**src/rtl/ibex_instr_bus_arbiter.sv**
```systemverilog
// Two-requester OBI instruction-bus arbiter with in-order response routing.
// Define IBUS_ARB_PERF_EN to add grant/stall performance counters.
module ibex_instr_bus_arbiter #(
  parameter int unsigned MaxOutstanding = 2,
  parameter bit          FixedPrio      = 1'b0
) (
  input  logic        clk_i,
  input  logic        rst_i,
  input  logic        m0_req_i,
  input  logic [31:0] m0_addr_i,
  output logic        m0_gnt_o,
  output logic        m0_rvalid_o,
  output logic [31:0] m0_rdata_o,
  output logic        m0_err_o,
  input  logic        m1_req_i,
  input  logic [31:0] m1_addr_i,
  output logic        m1_gnt_o,
  output logic        m1_rvalid_o,
  output logic [31:0] m1_rdata_o,
  output logic        m1_err_o,
  output logic        instr_req_o,
  output logic [31:0] instr_addr_o,
  input  logic        instr_gnt_i,
  input  logic        instr_rvalid_i,
  input  logic [31:0] instr_rdata_i,
  input  logic        instr_err_i,
`ifdef IBUS_ARB_PERF_EN
  output logic [31:0] perf_gnt0_o,
  output logic [31:0] perf_gnt1_o,
  output logic [31:0] perf_stall_o,
`endif
  output logic        busy_o
);

  localparam int unsigned CW = $clog2(MaxOutstanding + 1);
  localparam int unsigned PW =
    (MaxOutstanding > 1) ? $clog2(MaxOutstanding) : 1;
  localparam logic [CW-1:0] MaxCnt  = CW'(MaxOutstanding);
  localparam logic [PW-1:0] LastPtr = PW'(MaxOutstanding - 1);

  typedef enum logic {
    IDLE,
    LOCKED
  } state_e;

  state_e        state_q, state_d;
  logic          lock_id_q, lock_id_d;
  logic [31:0]   lock_addr_q, lock_addr_d;
  logic          lock_drop_q, lock_drop_d;
  logic          rr_q;
  logic [CW-1:0] cnt_q;
  logic [PW-1:0] wptr_q, rptr_q;
  logic          fifo_id_q   [MaxOutstanding];
  logic          fifo_drop_q [MaxOutstanding];

  logic        full, any_req, win, lock_req;
  logic        push, push_id, push_drop, pop;
  logic        head_id, head_drop;
  logic        req, gnt0, gnt1;
  logic [31:0] addr;

  assign full    = (cnt_q == MaxCnt);
  assign any_req = m0_req_i | m1_req_i;
  assign lock_req = lock_id_q ? m1_req_i : m0_req_i;

  always_comb begin
    win = 1'b0;
    if (m0_req_i && m1_req_i) begin
      win = FixedPrio ? 1'b0 : rr_q;
    end else begin
      win = m1_req_i;
    end
  end

  always_comb begin
    state_d     = state_q;
    lock_id_d   = lock_id_q;
    lock_addr_d = lock_addr_q;
    lock_drop_d = lock_drop_q;
    req         = 1'b0;
    addr        = '0;
    gnt0        = 1'b0;
    gnt1        = 1'b0;
    push        = 1'b0;
    push_id     = 1'b0;
    push_drop   = 1'b0;
    unique case (state_q)
      IDLE: begin
        if (!full && any_req) begin
          req  = 1'b1;
          addr = win ? m1_addr_i : m0_addr_i;
          if (instr_gnt_i) begin
            push    = 1'b1;
            push_id = win;
            gnt0    = ~win;
            gnt1    = win;
          end else begin
            state_d     = LOCKED;
            lock_id_d   = win;
            lock_addr_d = addr;
            lock_drop_d = 1'b0;
          end
        end
      end
      LOCKED: begin
        // Request stays up until granted, even if the requester withdrew.
        req  = 1'b1;
        addr = lock_addr_q;
        if (instr_gnt_i) begin
          push      = 1'b1;
          push_id   = lock_id_q;
          push_drop = lock_drop_q | ~lock_req;
          gnt0      = ~push_drop & ~lock_id_q;
          gnt1      = ~push_drop & lock_id_q;
          state_d   = IDLE;
        end else begin
          lock_drop_d = lock_drop_q | ~lock_req;
        end
      end
      default: state_d = IDLE;
    endcase
  end

  assign pop       = instr_rvalid_i && (cnt_q != '0);
  assign head_id   = fifo_id_q[rptr_q];
  assign head_drop = fifo_drop_q[rptr_q];

  always_ff @(posedge clk_i) begin
    if (rst_i) begin
      state_q     <= IDLE;
      lock_id_q   <= 1'b0;
      lock_addr_q <= '0;
      lock_drop_q <= 1'b0;
      rr_q        <= 1'b0;
      cnt_q       <= '0;
      wptr_q      <= '0;
      rptr_q      <= '0;
    end else begin
      state_q     <= state_d;
      lock_id_q   <= lock_id_d;
      lock_addr_q <= lock_addr_d;
      lock_drop_q <= lock_drop_d;
      if (push) begin
        rr_q   <= ~push_id;
        wptr_q <= (wptr_q == LastPtr) ? '0 : wptr_q + 1'b1;
      end
      if (pop) begin
        rptr_q <= (rptr_q == LastPtr) ? '0 : rptr_q + 1'b1;
      end
      if (push && !pop) begin
        cnt_q <= cnt_q + 1'b1;
      end else if (pop && !push) begin
        cnt_q <= cnt_q - 1'b1;
      end
    end
  end

  always_ff @(posedge clk_i) begin
    if (push) begin
      fifo_id_q[wptr_q]   <= push_id;
      fifo_drop_q[wptr_q] <= push_drop;
    end
  end

  assign instr_req_o  = req;
  assign instr_addr_o = addr;
  assign m0_gnt_o     = gnt0;
  assign m1_gnt_o     = gnt1;
  assign m0_rvalid_o  = pop & ~head_drop & ~head_id;
  assign m1_rvalid_o  = pop & ~head_drop & head_id;
  assign m0_err_o     = m0_rvalid_o & instr_err_i;
  assign m1_err_o     = m1_rvalid_o & instr_err_i;
  assign m0_rdata_o   = instr_rdata_i;
  assign m1_rdata_o   = instr_rdata_i;
  assign busy_o       = (cnt_q != '0) || (state_q == LOCKED);

`ifdef IBUS_ARB_PERF_EN
  logic [31:0] pg0_q, pg1_q, pst_q;
  logic        stall;

  assign stall = any_req & ~(gnt0 | gnt1);

  always_ff @(posedge clk_i) begin
    if (rst_i) begin
      pg0_q <= '0;
      pg1_q <= '0;
      pst_q <= '0;
    end else begin
      if (gnt0 && pg0_q != 32'hFFFF_FFFF) pg0_q <= pg0_q + 1'b1;
      if (gnt1 && pg1_q != 32'hFFFF_FFFF) pg1_q <= pg1_q + 1'b1;
      if (stall && pst_q != 32'hFFFF_FFFF) pst_q <= pst_q + 1'b1;
    end
  end

  assign perf_gnt0_o  = pg0_q;
  assign perf_gnt1_o  = pg1_q;
  assign perf_stall_o = pst_q;
`endif

endmodule
```
**config.mk**
```make
export PLATFORM = sky130hd
export DESIGN_NAME = ibex_instr_bus_arbiter
export DESIGN_NICKNAME = d
export VERILOG_FILES = /design/src/rtl/ibex_instr_bus_arbiter.sv
export SDC_FILE = /design/constraint.sdc
export NUM_CORES = 1
export LEC_CHECK = 0
export ABC_CLOCK_PERIOD_IN_PS = 2600
export BUFFER_PORTS_ARGS = -buffer_cell sky130_fd_sc_hd__buf_2
export CORE_UTILIZATION = 30
export DETAILED_ROUTE_END_ITERATION = 8
export GPL_TIMING_DRIVEN = 1
export PLACE_DENSITY = 0.62
export SLEW_MARGIN = 20
export SYNTH_ARGS = -nofsm -noshare
export SYNTH_HDL_FRONTEND = slang
export SYNTH_SLANG_ARGS = --single-unit
```
**constraint.sdc**
```tcl
create_clock -name clk_i -period 2.6 [get_ports clk_i]
set_clock_uncertainty 0.2 [all_clocks]
set_input_delay 0.26 -clock clk_i [delete_from_list [all_inputs] [get_ports clk_i]]
set_output_delay 0.26 -clock clk_i [all_outputs]
set_load 0.05 [all_outputs]
```
# --- After elaboration in Yosys (flattened, before gate mapping) ---
# Memory sizes are Yosys's and may differ from the RTL's. A register that Yosys moved wholly into a read port is not among the register bits.
# Cells that the tools add are included.
# Widths: inputs -> output; s select.
op_classes:
  addsub: 4
  n_eq_ne: 4
  mux: 39
  bitwise_logic: 18
  reduce_logical: 13
op_table:
  columns: ["operator", "count"]
  rows:
  - ["$mux 32", 2]
  - ["$pmux 32 s2", 1]
  - ["$mux 1", 27]
  - ["$pmux 1 s2", 7]
  - ["$not 1->1", 9]
  - ["$and 1x1->1", 7]
  - ["$ne 2x2->1 const B", 3]
  - ["$reduce_and 3->1", 2]
  - ["$logic_and 1x1->1", 5]
  - ["$mux 2", 2]
  - ["$reduce_bool 2->1", 2]
  - ["$logic_not 1->1", 3]
  - ["$add 1x1->1 const B", 2]
  - ["$add 2x1->2 const B", 1]
  - ["$eq 2x2->1 const B", 1]
  - ["$or 1x1->1", 2]
  - ["$sub 2x1->2 const B", 1]
  - ["$logic_or 1x1->1", 1]
word_totals:
  reg_bits: 40
  mem_bits_rw: 4
  input_bits: 103
  out_inout_bits: 104
  wordCells: 88
  memories: 2
memory_table:
  columns: ["memory", "depth", "width", "read_ports", "rd_ports_with_merged_regs", "wr", "line_no", "rtl"]
  rows:
  - ["fifo_drop_q", 2, 1, 1, 1, 1, "54", "logic fifo_drop_q [MaxOutstanding];"]
  - ["fifo_id_q", 2, 1, 1, 1, 1, "53", "logic fifo_id_q [MaxOutstanding];"]

# --- Depth between registers and ports, before layout ---
depth:
  word_depth: 9
  depth_mapped: 9
  depth_no_buf: 8

# --- Worst setup path after synthesis ---
# No wires, ideal clock.
synth_timing:
  path_kind: "reg2reg"
  from: "register cnt_q[1]"
  to: "register cnt_q[1]"
  t_arrival_ns: 2.330
  path_slack_ns: -0.001
  path_stages_with_launch: 8
  n_path_buf: 0
  period_less_slack_ns: 2.601
  path_cell_list: "dfxtp_1 > nor2b_2 > o21ai_1 > nand2_1 > inv_1 > ha_1 > or3_1 > a21oi_1"
synth_via:
  elab_chain_cells: 8
  word_cells_on_any_way: 16
synth_lines:
  columns: ["element", "line_no", "rtl"]
  rows:
  - ["start: declaration", "51", "logic [CW-1:0] cnt_q;"]
  - ["start signal: assignment", "151", "cnt_q <= cnt_q + 1'b1;"]
  - ["start signal: assignment", "153", "cnt_q <= cnt_q - 1'b1;"]
  - ["$eq 2x2->1 *", "62", "assign full = (cnt_q == MaxCnt);"]
  - ["$logic_not 1->1 *", "89", "if (!full && any_req) begin"]
  - ["$logic_and 1x1->1 *", "89", null]
  - ["$mux 1 *", "89", null]
  - ["$pmux 1 s2 *", "87", "unique case (state_q)"]
  - ["net push", "57", "logic push, push_id, push_drop, pop;"]
  - ["$logic_not 1->1", "152", "end else if (pop && !push) begin"]
  - ["$logic_and 1x1->1", "152", null]
  - ["$reduce_bool 2->1 (no source line)", null, null]
# Mark *: on every way through the listed nets, which the timed path passes. The rest lies on a longest branch. The select of a mux whose other input is x is not followed.
# A chain may end at the register's enable or synchronous reset.

# --- Worst setup path after layout ---
layout_timing:
  from: "register cnt_q[0]"
  to: "output m0_gnt_o"
layout_via:
  elab_chain_cells: 5
layout_lines:
  columns: ["element", "line_no", "rtl"]
  rows:
  - ["$eq 2x2->1", "62", null]
  - ["$logic_not 1->1", "89", null]
  - ["$logic_and 1x1->1", "89", null]
  - ["$mux 1", "89", null]
  - ["$pmux 1 s2", "87", null]
  - ["end: declaration", "11", "output logic m0_gnt_o,"]
# No other way between the ends.

==> flow_metrics.tcl <==
set metrics [dict create \
    status "complete, no violations" \
    yosysWarningCount 0 \
    drive_gt1_share_pct 36.0 \
    drt_first_pass_iters 4 \
    detail-route-antenna-nets 0 \
    ys_ff_latch 45 \
    postSynthAreaPerCell_um2 8.33 \
    crit_path_end_kind "output port" \
    clkLatencyLatePin_ps 300 \
    switching_share_pct 49.3 \
    ff2ff_path_depth 7 \
    io_buffer_count 110 \
    drc 0 \
    n_antenna_cell 0 \
    ir_worst_vdd_v 0.000370 \
    cts_buffers 5 \
    stdcell_count 518 \
    clkPwrFrac_pct 15.6 \
    post_cts_resized 0 \
    nNetsFinal 492 \
    cts_setup_buffers 0 \
    cts_tree "done" \
    cp-start-kind "flop" \
    cts_root_buffer "clkbuf_8" \
    min_path_type "in -> reg" \
    grtUsageTotal_pct 12.7 \
    max_freq_mhz 415 \
    gp_congestion 0.749 \
    worst_slack_ps 189 \
    p_leak_nw 1.36 \
    setup_viol 0 \
    area_delta_synth_final_pct 8.92 \
    synthCells 352 \
    yosysUniqueCellTypes 35 \
    reg2reg_from "cnt_q[1]" \
    avgRoutedWirePerCell_um 12.1 \
    die_area_um2 10200 \
    synth_nets 456 \
    hpwl_mm 4.61 \
    die_w_um 101 \
    cts_buffer_depth 2 \
    cp.required_ps 2140 \
    htreeDepth 2 \
    slowest_delay_ps 500 \
    hold_viol_final 0 \
    period_minus_slack_ps 2410 \
    crit_chain "nor2b_2 > or3_4 > o32ai_1 > and2_1 > buf_2" \
    crit_fanout 33 \
    clk_pin_slew_ps 90 \
    grt_max_degree 39 \
    slew_headroom_pct 67.3 \
    rsz0062_at_grt "no" \
    vias 2353 \
    p_int_mw 1.42 \
    grt_antenna_before_repair 0 \
    switchingPower_mw 1.39 \
    grt_overflow 0 \
    hold_path.startpoint "instr_gnt_i" \
    core-area_um2 9370 \
    postCtsHoldBufs 0 \
    synth-seq-area-share_pct 32.1 \
    synth_area_um2 2930 \
    holdPathEnd "wptr_q" \
    p_total_mw 2.81 \
    slew_violations 0 \
    drt_iter0_drc 55 \
    hold-path-cell-count 3 \
    cp_slowest_cell "or3_4" \
    via_per_inst 4.54 \
    start_util_pct 31.3 \
    dp_cells 510 \
    pwr-share-comb_pct 52.1 \
    ioPinCount 207 \
    final_core_util_pct 34.1 \
    pre_cts_ws_ps 356 \
    die_h_um 101 \
    period_share_pct 92.7 \
    clock_sinks 45 \
    grt_pass1_vias 2273 \
    grt_pass1_wl_mm 10.4 \
    p_seq_share_pct 32.3 \
    maxCapViolations 0 \
    path_class "reg -> out" \
    crit_arrival_ps 1950 \
    r2r_end "cnt_q[1]" \
    wirelength_mm 6.26 \
    r2r_setup_slack_ps 420 \
    tightest_slew_ps 491 \
    p_per_area_nw_per_um2 881 \
    num_rows 35 \
]
-- power by group through the flow --
| stage | registers, mW | logic, mW | clock network [mW] |
|---|---|---|---|
| 3_3_place_gp | 0.918 | 1.46 | 0 |
| 5_1_grt | 0.929 | 1.58 | 0.490 |
| 2_1_floorplan | 0.906 | 1.44 | 0 |
| 4_1_cts | 0.911 | 1.48 | 0.462 |
| 3_5_place_dp | 0.925 | 1.48 | 0 |
| 6_report | 0.910 | 1.46 | 0.438 |
-- kinds of logic (layout without fill, tap and decap cells) --
kind of cell	Yosys count	in the layout	synth area share, %
simple gates	95	95	14.0
buf+inv	94	131	21.7
compound gates	78	78	18.5
flops	45	45	32.1
mux	36	36	12.3
xor+xnor	3	3	0.896
fa+ha+maj	1	1	0.427
-- per-stage QoR --
stage	instance area [µm²]	TNS [ps]	hold WS, ps
after global routing	3190	0	80.3
after global placement	3100	0	285
final	3190	0	93.3
after detailed placement	3100	0	286
after CTS	3190	0	81.3
after floorplan	2930	-0.508	190
-- cell usage in the layout, fill, tap and decap left out, types with 2 or more instances in the layout --
cell type / instances
dfxtp_1: 41
a21oi_1: 2
o21ai_1: 8
nand3_1: 2
o21ai_0: 29
buf_2: 110
mux2i_1: 35
a211oi_2: 10
edfxtp_1: 4
nand2_1: 36
buf_4: 5
nor2_1: 45
or3_1: 2
xor2_1: 3
clkinvlp_4: 3
clkbuf_8: 5
a211oi_1: 23
o32ai_1: 2
inv_1: 7
-- state kept, by name, indices dropped and copies added (netlist names), 2 cells and up, named ones only --
| signal | flops |
|---|---|
| fifo_id_q | 2 |
| lock_addr_q | 32 |
| fifo_drop_q | 2 |
| cnt_q | 2 |
-- area by class of cell --
cell class	instances	area, µm²
fillers	1030	6180
clock inverters	3	22.5
repair buffers	116	608
well taps	129	161
multi-input cells	213	1370
flip-flops and latches	45	941
inverters	7	26.3
clock buffers	5	68.8
-- routing by layer --
layer / GRT usage (%) / up-vias / wire length, µm
met1: 14.9 / 1056 / 2720
met5: 0 / - / 0
met3: 2.98 / 16 / 373
met4: 3.90 / 0 / 78
li1: - / 1206 / -
met2: 22.7 / 75 / 3080
-- Yosys cell counts --
cell | n | share of area [%]
or3_1 | 2 | 0.43
a21oi_1 | 2 | 0.34
mux2i_1 | 35 | 12
o32ai_1 | 2 | 0.60
a21boi_0 | 1 | 0.26
buf_6 | 3 | 1.2
and3_1 | 1 | 0.21
o21ai_1 | 8 | 1.4
buf_2 | 5 | 0.85
o21ai_0 | 29 | 5.0
nor2b_1 | 1 | 0.21
a211o_1 | 1 | 0.30
edfxtp_1 | 4 | 4.1
a211oi_1 | 23 | 5.9
nor2b_2 | 1 | 0.30
or2_2 | 1 | 0.21
or3_4 | 1 | 0.38
a211oi_2 | 10 | 4.3
xor2_1 | 3 | 0.90
buf_4 | 68 | 17
or2_1 | 1 | 0.21
nand2b_1 | 1 | 0.21
o31ai_1 | 1 | 0.26
nor2_1 | 45 | 5.8
mux2_2 | 1 | 0.38
nand2_1 | 36 | 4.6
dfxtp_1 | 41 | 28
ha_1 | 1 | 0.43
and2_1 | 1 | 0.21
inv_1 | 7 | 0.90
clkbuf_1 | 11 | 1.4
nor4_4 | 1 | 0.73
nor3_1 | 1 | 0.17
a2111oi_0 | 1 | 0.30
nand3_1 | 2 | 0.34
-- critical path, delay by kind of cell (launching register included) --
family,cells,cell delay (ps)
AOI/OAI and AO/OA,1,180
buffers and inverters,1,260
and+or+nand+nor,3,770
DFF,1,450
-- worst max-delay path by stage --
stage / startpoint / endpoint / slack, ps / depth (start not counted)
after detailed placement: m0_req_i / cnt_q[1] / 360 / 8
final: cnt_q[0] / m0_gnt_o / 190 / 5
after global placement: m0_req_i / cnt_q[1] / 500 / 8
after floorplan: cnt_q[1] / cnt_q[1] / -0.5 / 7
after CTS: cnt_q[0] / m0_gnt_o / 170 / 5
after global routing: cnt_q[0] / instr_addr_o[26] / 60 / 4
(Power assumes the default switching activity.)
